### config.mk
export PLATFORM = sky130hd
export DESIGN_NAME = mr_ls
export DESIGN_NICKNAME = d
export VERILOG_FILES = /design/src/rtl/mr_ls.sv
export SDC_FILE = /design/constraint.sdc
export NUM_CORES = 1
export LEC_CHECK = 0
export CAP_MARGIN = 20
export CORE_MARGIN = 1
export CORE_UTILIZATION = 45
export CTS_CLUSTER_DIAMETER = 40
export DETAILED_ROUTE_END_ITERATION = 8
export DONT_BUFFER_PORTS = 1
export PLACE_DENSITY_LB_ADDON = 0.3
export SLEW_MARGIN = 0
export SYNTH_ARGS = -nofsm -noshare
export SYNTH_HDL_FRONTEND = slang
export SYNTH_SLANG_ARGS = --single-unit
### constraint.sdc
create_clock -name clk -period 4.4 [get_ports clk]
set_input_delay 0.22 -clock clk [delete_from_list [all_inputs] [get_ports clk]]
set_output_delay 0.22 -clock clk [all_outputs]
set_load 0.02 [all_outputs]
### src/rtl/mr_ls.sv
// Load/store stage: passes ALU results to writeback, or performs one
// aligned data-memory access per entry and returns load data to writeback.
`ifndef XLEN
`define XLEN 32
`endif
`ifndef REGSEL_BITS
`define REGSEL_BITS 5
`endif

package mr_ls_pkg;
    typedef enum logic [1:0] {
        MEMOP_NONE  = 2'd0,
        MEMOP_LOAD  = 2'd1,
        MEMOP_STORE = 2'd2
    } e_memops;

    typedef enum logic [1:0] {
        MEMSZ_B = 2'd0,
        MEMSZ_H = 2'd1,
        MEMSZ_W = 2'd2
    } e_memsz;
endpackage

module mr_ls
    import mr_ls_pkg::*;
(
    input  logic                    clk,
    input  logic                    rst,
    input  logic                    ls_valid,
    output logic                    ls_ready,
    input  logic [`XLEN-1:0]        ls_dest,
    input  logic [`REGSEL_BITS-1:0] ls_dest_reg,
    input  e_memops                 ls_memop,
    input  e_memsz                  ls_size,
    input  logic                    ls_signed,
    input  logic [`XLEN-1:0]        ls_payload,
    output logic                    mem_req,
    output logic                    mem_we,
    output logic [`XLEN-1:0]        mem_addr,
    output logic [`XLEN-1:0]        mem_wdata,
    output logic [3:0]              mem_wstrb,
    input  logic                    mem_ack,
    input  logic [`XLEN-1:0]        mem_rdata,
    output logic                    wb_valid,
    output logic [`REGSEL_BITS-1:0] wb_reg,
    output logic [`XLEN-1:0]        wb_data,
    output logic                    ls_fault,
    output logic [`XLEN-1:0]        ls_fault_addr
);

    typedef enum logic {S_IDLE, S_BUS} state_t;

    state_t                  state;
    logic                    accept;
    e_memsz                  size_p1;
    logic                    sgn_p1;
    logic [1:0]              off_p1;
    logic                    load_p1;
    logic [`REGSEL_BITS-1:0] dreg_p1;

    function automatic logic misaligned(input e_memsz sz, input logic [1:0] off);
        case (sz)
            MEMSZ_B: misaligned = 1'b0;
            MEMSZ_H: misaligned = off[0];
            default: misaligned = (off != 2'b00);
        endcase
    endfunction

    function automatic logic [`XLEN-1:0] store_data(input e_memsz sz, input logic [`XLEN-1:0] p);
        case (sz)
            MEMSZ_B: store_data = {4{p[7:0]}};
            MEMSZ_H: store_data = {2{p[15:0]}};
            default: store_data = p;
        endcase
    endfunction

    function automatic logic [3:0] store_strb(input e_memsz sz, input logic [1:0] off);
        case (sz)
            MEMSZ_B: store_strb = 4'b0001 << off;
            MEMSZ_H: store_strb = 4'b0011 << off;
            default: store_strb = 4'b1111;
        endcase
    endfunction

    function automatic logic [`XLEN-1:0] load_extract(input e_memsz sz, input logic sgn,
                                                      input logic [1:0] off,
                                                      input logic [`XLEN-1:0] rdata);
        logic [`XLEN-1:0]  sh;
        logic signed [7:0]  b_s;
        logic signed [15:0] h_s;
        sh  = rdata >> {off, 3'b000};
        b_s = sh[7:0];
        h_s = sh[15:0];
        case (sz)
            MEMSZ_B: load_extract = sgn ? {{24{b_s[7]}}, b_s} : {24'b0, sh[7:0]};
            MEMSZ_H: load_extract = sgn ? {{16{h_s[15]}}, h_s} : {16'b0, sh[15:0]};
            default: load_extract = rdata;
        endcase
    endfunction

    assign ls_ready = !rst && (state == S_IDLE);
    assign accept   = ls_valid && ls_ready;

    // p1: access attributes held while the bus transaction is outstanding
    always_ff @(posedge clk) begin
        if (accept) begin
            size_p1 <= ls_size;
            sgn_p1  <= ls_signed;
            off_p1  <= ls_dest[1:0];
            load_p1 <= (ls_memop == MEMOP_LOAD);
            dreg_p1 <= ls_dest_reg;
        end
    end

    always_ff @(posedge clk) begin
        if (rst) begin
            state         <= S_IDLE;
            mem_req       <= 1'b0;
            mem_we        <= 1'b0;
            mem_addr      <= '0;
            mem_wdata     <= '0;
            mem_wstrb     <= 4'b0000;
            wb_valid      <= 1'b0;
            wb_reg        <= '0;
            wb_data       <= '0;
            ls_fault      <= 1'b0;
            ls_fault_addr <= '0;
        end else begin
            wb_valid <= 1'b0;
            ls_fault <= 1'b0;
            case (state)
                S_IDLE: begin
                    if (accept) begin
                        if (ls_memop != MEMOP_LOAD && ls_memop != MEMOP_STORE) begin
                            wb_valid <= (ls_dest_reg != '0);
                            wb_reg   <= ls_dest_reg;
                            wb_data  <= ls_dest;
                        end else if (misaligned(ls_size, ls_dest[1:0])) begin
                            ls_fault      <= 1'b1;
                            ls_fault_addr <= ls_dest;
                        end else begin
                            state    <= S_BUS;
                            mem_req  <= 1'b1;
                            mem_addr <= {ls_dest[`XLEN-1:2], 2'b00};
                            if (ls_memop == MEMOP_STORE) begin
                                mem_we    <= 1'b1;
                                mem_wdata <= store_data(ls_size, ls_payload);
                                mem_wstrb <= store_strb(ls_size, ls_dest[1:0]);
                            end else begin
                                mem_we    <= 1'b0;
                                mem_wdata <= '0;
                                mem_wstrb <= 4'b0000;
                            end
                        end
                    end
                end
                S_BUS: begin
                    // an ack ends the transaction; only loads write a register
                    if (mem_ack) begin
                        state   <= S_IDLE;
                        mem_req <= 1'b0;
                        mem_we  <= 1'b0;
                        if (load_p1) begin
                            wb_valid <= (dreg_p1 != '0);
                            wb_reg   <= dreg_p1;
                            wb_data  <= load_extract(size_p1, sgn_p1, off_p1, mem_rdata);
                        end
                    end
                end
                default: state <= S_IDLE;
            endcase
        end
    end

endmodule

==> metrics.txt <==
status finished, final reports clean; clk sink count 151; RSZ-0062 raised after global routing no; DRC 0; placed inst area 6760 um^2; TritonCTS buffer count 17; Root Driver clkbuf_16; Syn Area/Cell 8.30 um^2; design area 8070 um^2; PostCTS Resize Cnt 0; core footprint 14600 um^2; Synth top area share 41.5%; initial antenna violation count 0; H-tree depth 4; CP Launch Type flop; die area 15500 um^2; antenna-violating nets left 0; number of cells after detailed placement 930; fill count 1320; Hold Fails Final Rpt 0; drt first-iter violations 509; Final HPWL DP 15100 um; Setup Skew 0.00610 ns; Worst-path clk slew 0.06 ns; via count 6239; WL per Instance 21.9 um; Die H 125 um; Pleak 2.76 nW; Antenna diodes 0; global-route wire length before repair 34800 um; Clock power frac 45.7%; Finished Layout Cells 1025; Final period util 63.7%; Net Sw Frac 25.0%; grt total ovfl 0; largest net degree at the start of global routing 124; crit path max fanout 45; area grow syn2layout 19.4%; Top Ports 252; Largest stage delay, worst path 0.63 ns; Setup Viol. Count Final 0; vias per inst 6.09; Combinational Power Share 8.8%; worst min path class primary input to flop; Async S/R FF share, synth 0%; CP Cell Sequence or4b_4, or3_4, clkinv_4, nand2_1, a21oi_1, dlygate4sd3_1; post-synthesis cell area 6760 um^2; Cells after Synth 814; global-route usage over all layers 28.8%; Seq/Total Area, Yosys 46.4%; Worst Slack Setup Final 1.60 ns; Fmax 0.357 GHz; #FFs+latches synth 151; Post-Route WL 22500 um; arrival time worst endpoint 3.16 ns; vias in the first global route 5974; Post-synth EDFFs 11; setup_tns 0 ns; Placement Rows 44; ys flop type dfxtp_1; Slew HR 43.8%; crit path time final 2.80 ns; Flop pwr share 45.5%; Worst Tran Pin Value 0.840 ns; # Post-CTS Setup Buffers 0; top flop regs ls_fault_addr: 32 flops, mem_wdata: 32 flops, wb_data: 32 flops; PD cells 416 nW/um^2; synth top area cells dfxtp_1 41%, nand2_1 9.9%, a21oi_1 8.1%; critical path capture point type flop; cts hold-fix bufs 62; worst vdd ir 0.000273 V; GP Congestion 0.957; die width 125 um; Critical Setup Path Class flop to flop; synth unique cells 46; Setup WS pre-CTS 1.73 ns; port buffer count 0; Max Root-Sink Buffers 2; fraction of layout cells with a size suffix above 1 8.56%; Max-Cap Viols 0; Worst-Skew Late Latency 0.42 ns; TritonRoute pass-1 iters 5; Pint 2.52 mW; CP required 4.76 ns; Final #Nets 941; initial cell density of the core 46.3%; sw power 0.838 mW; Syn. warnings 0; Crit-path slowest cell or4b_4; Final Max Tran Viols 0; TritonCTS clock tree done; largest area contributor in the netlist dfxtp_1
-- Yosys cell counts, types with 7 or more instances --
library cell  number
dfxtp_1          140
mux2i_1           22
o221ai_1           7
a211oi_1          17
a31oi_1           13
o2111ai_1         13
o41ai_1            8
o211ai_1          10
mux2_2            16
edfxtp_1          11
a21oi_1          109
o21ai_0           12
nor2_1            46
a211oi_2           7
nand2_1          178
or3_1             13
a2bb2oi_1          7
nand3b_1           9
nand3_1           56
clkbuf_1          56
-- power groups by stage --
stage | logic, mW | clock network [mW] | registers [mW]
after detailed placement | 0.215 | 0 | 1.56
after CTS | 0.288 | 1.56 | 1.53
after floorplan | 0.202 | 0 | 1.53
final | 0.296 | 1.53 | 1.53
after global routing | 0.323 | 1.61 | 1.53
after global placement | 0.206 | 0 | 1.55
-- logic make-up after synthesis --
family                   share of synthesized area (%)
other                                           0.0555
adder cells (fa/ha/maj)                          0.370
multiplexers                                      6.26
AO/OA/AOI/OAI                                     20.5
AND/OR/NAND/NOR                                   21.0
buffers and inverters                             5.46
flip-flops                                        46.4
-- per-stage QoR --
stage,power [mW],hold WS (ns),utilization (%)
detailed placement,1.77,0.304,46.3
floorplan,1.74,0.319,-
finish,3.36,0.0132,55.3
CTS,3.37,0.000831,54.9
global placement,1.76,0.299,46.1
global route,3.47,0.0160,55.3
-- path summary, 6_finish.rpt --
check / cells after the start / to / startpoint / slack (ns)
worst min register to register: 2 / mem_addr[11] / mem_addr[11] / 0.55
worst min-delay path: 2 / wb_data[27] / mem_rdata[27] / 0.01
worst max register to register: 6 / ls_fault_addr[22] / state / 1.60
worst max-delay path: 6 / ls_fault_addr[22] / state / 1.60
-- cells in the final DEF (no fill, tap or decap), types with 2 or more instances in the layout --
cell             n
clkinv_1         2
dfxtp_1        139
or3_1           13
o221ai_1         7
buf_4            6
clkinv_2         2
o21ai_0         12
a31oi_1         13
nand3_1         56
inv_4            2
bufinv_16        3
a2bb2oi_1        7
o2111ai_1       13
conb_1           2
a21boi_0         3
or4_1            2
inv_6            2
buf_16           4
a211oi_2         7
a2111oi_0        4
clkbuf_8         2
o211ai_1        10
a211oi_1        17
ha_1             2
and3_1           5
a21oi_1        109
o41ai_1          8
nand3b_1         9
nand2_1        178
edfxtp_1        11
mux2i_1         22
dlygate4sd3_1   61
clkbuf_16       18
clkinv_4         2
nand2b_1         4
nor3_1           3
mux2_2          16
inv_1            6
nor2_1          46
-- final cells by class --
| type | count | area, um^2 | area share, % |
|---|---|---|---|
| clock inverter | 10 | 139 | 1.72 |
| inverter | 9 | 38.8 | 0.481 |
| timing repair buffer | 71 | 766 | 9.49 |
| multi-input combinational | 579 | 3280 | 40.7 |
| tap | 184 | 230 | 2.85 |
| sequential | 151 | 3130 | 38.8 |
| clock buffer | 21 | 482 | 5.97 |
-- critical path: cells and delay by family (launching register included) --
family | cells | cell delay [ns]
and+or+nand+nor | 3 | 1.28
AOI/OAI and AO/OA | 1 | 0.13
DFF | 1 | 0.42
buffers and inverters | 2 | 0.88
-- routing by layer --
layer  up-vias  GRT usage, %  wire [um]
li1       2919             -          -
met5         -             0          0
met3        37          9.97       2240
met1      2944          36.1       9330
met2       339          45.7      10400
met4         0          10.1        498
Power figures use the tool's default switching activity.
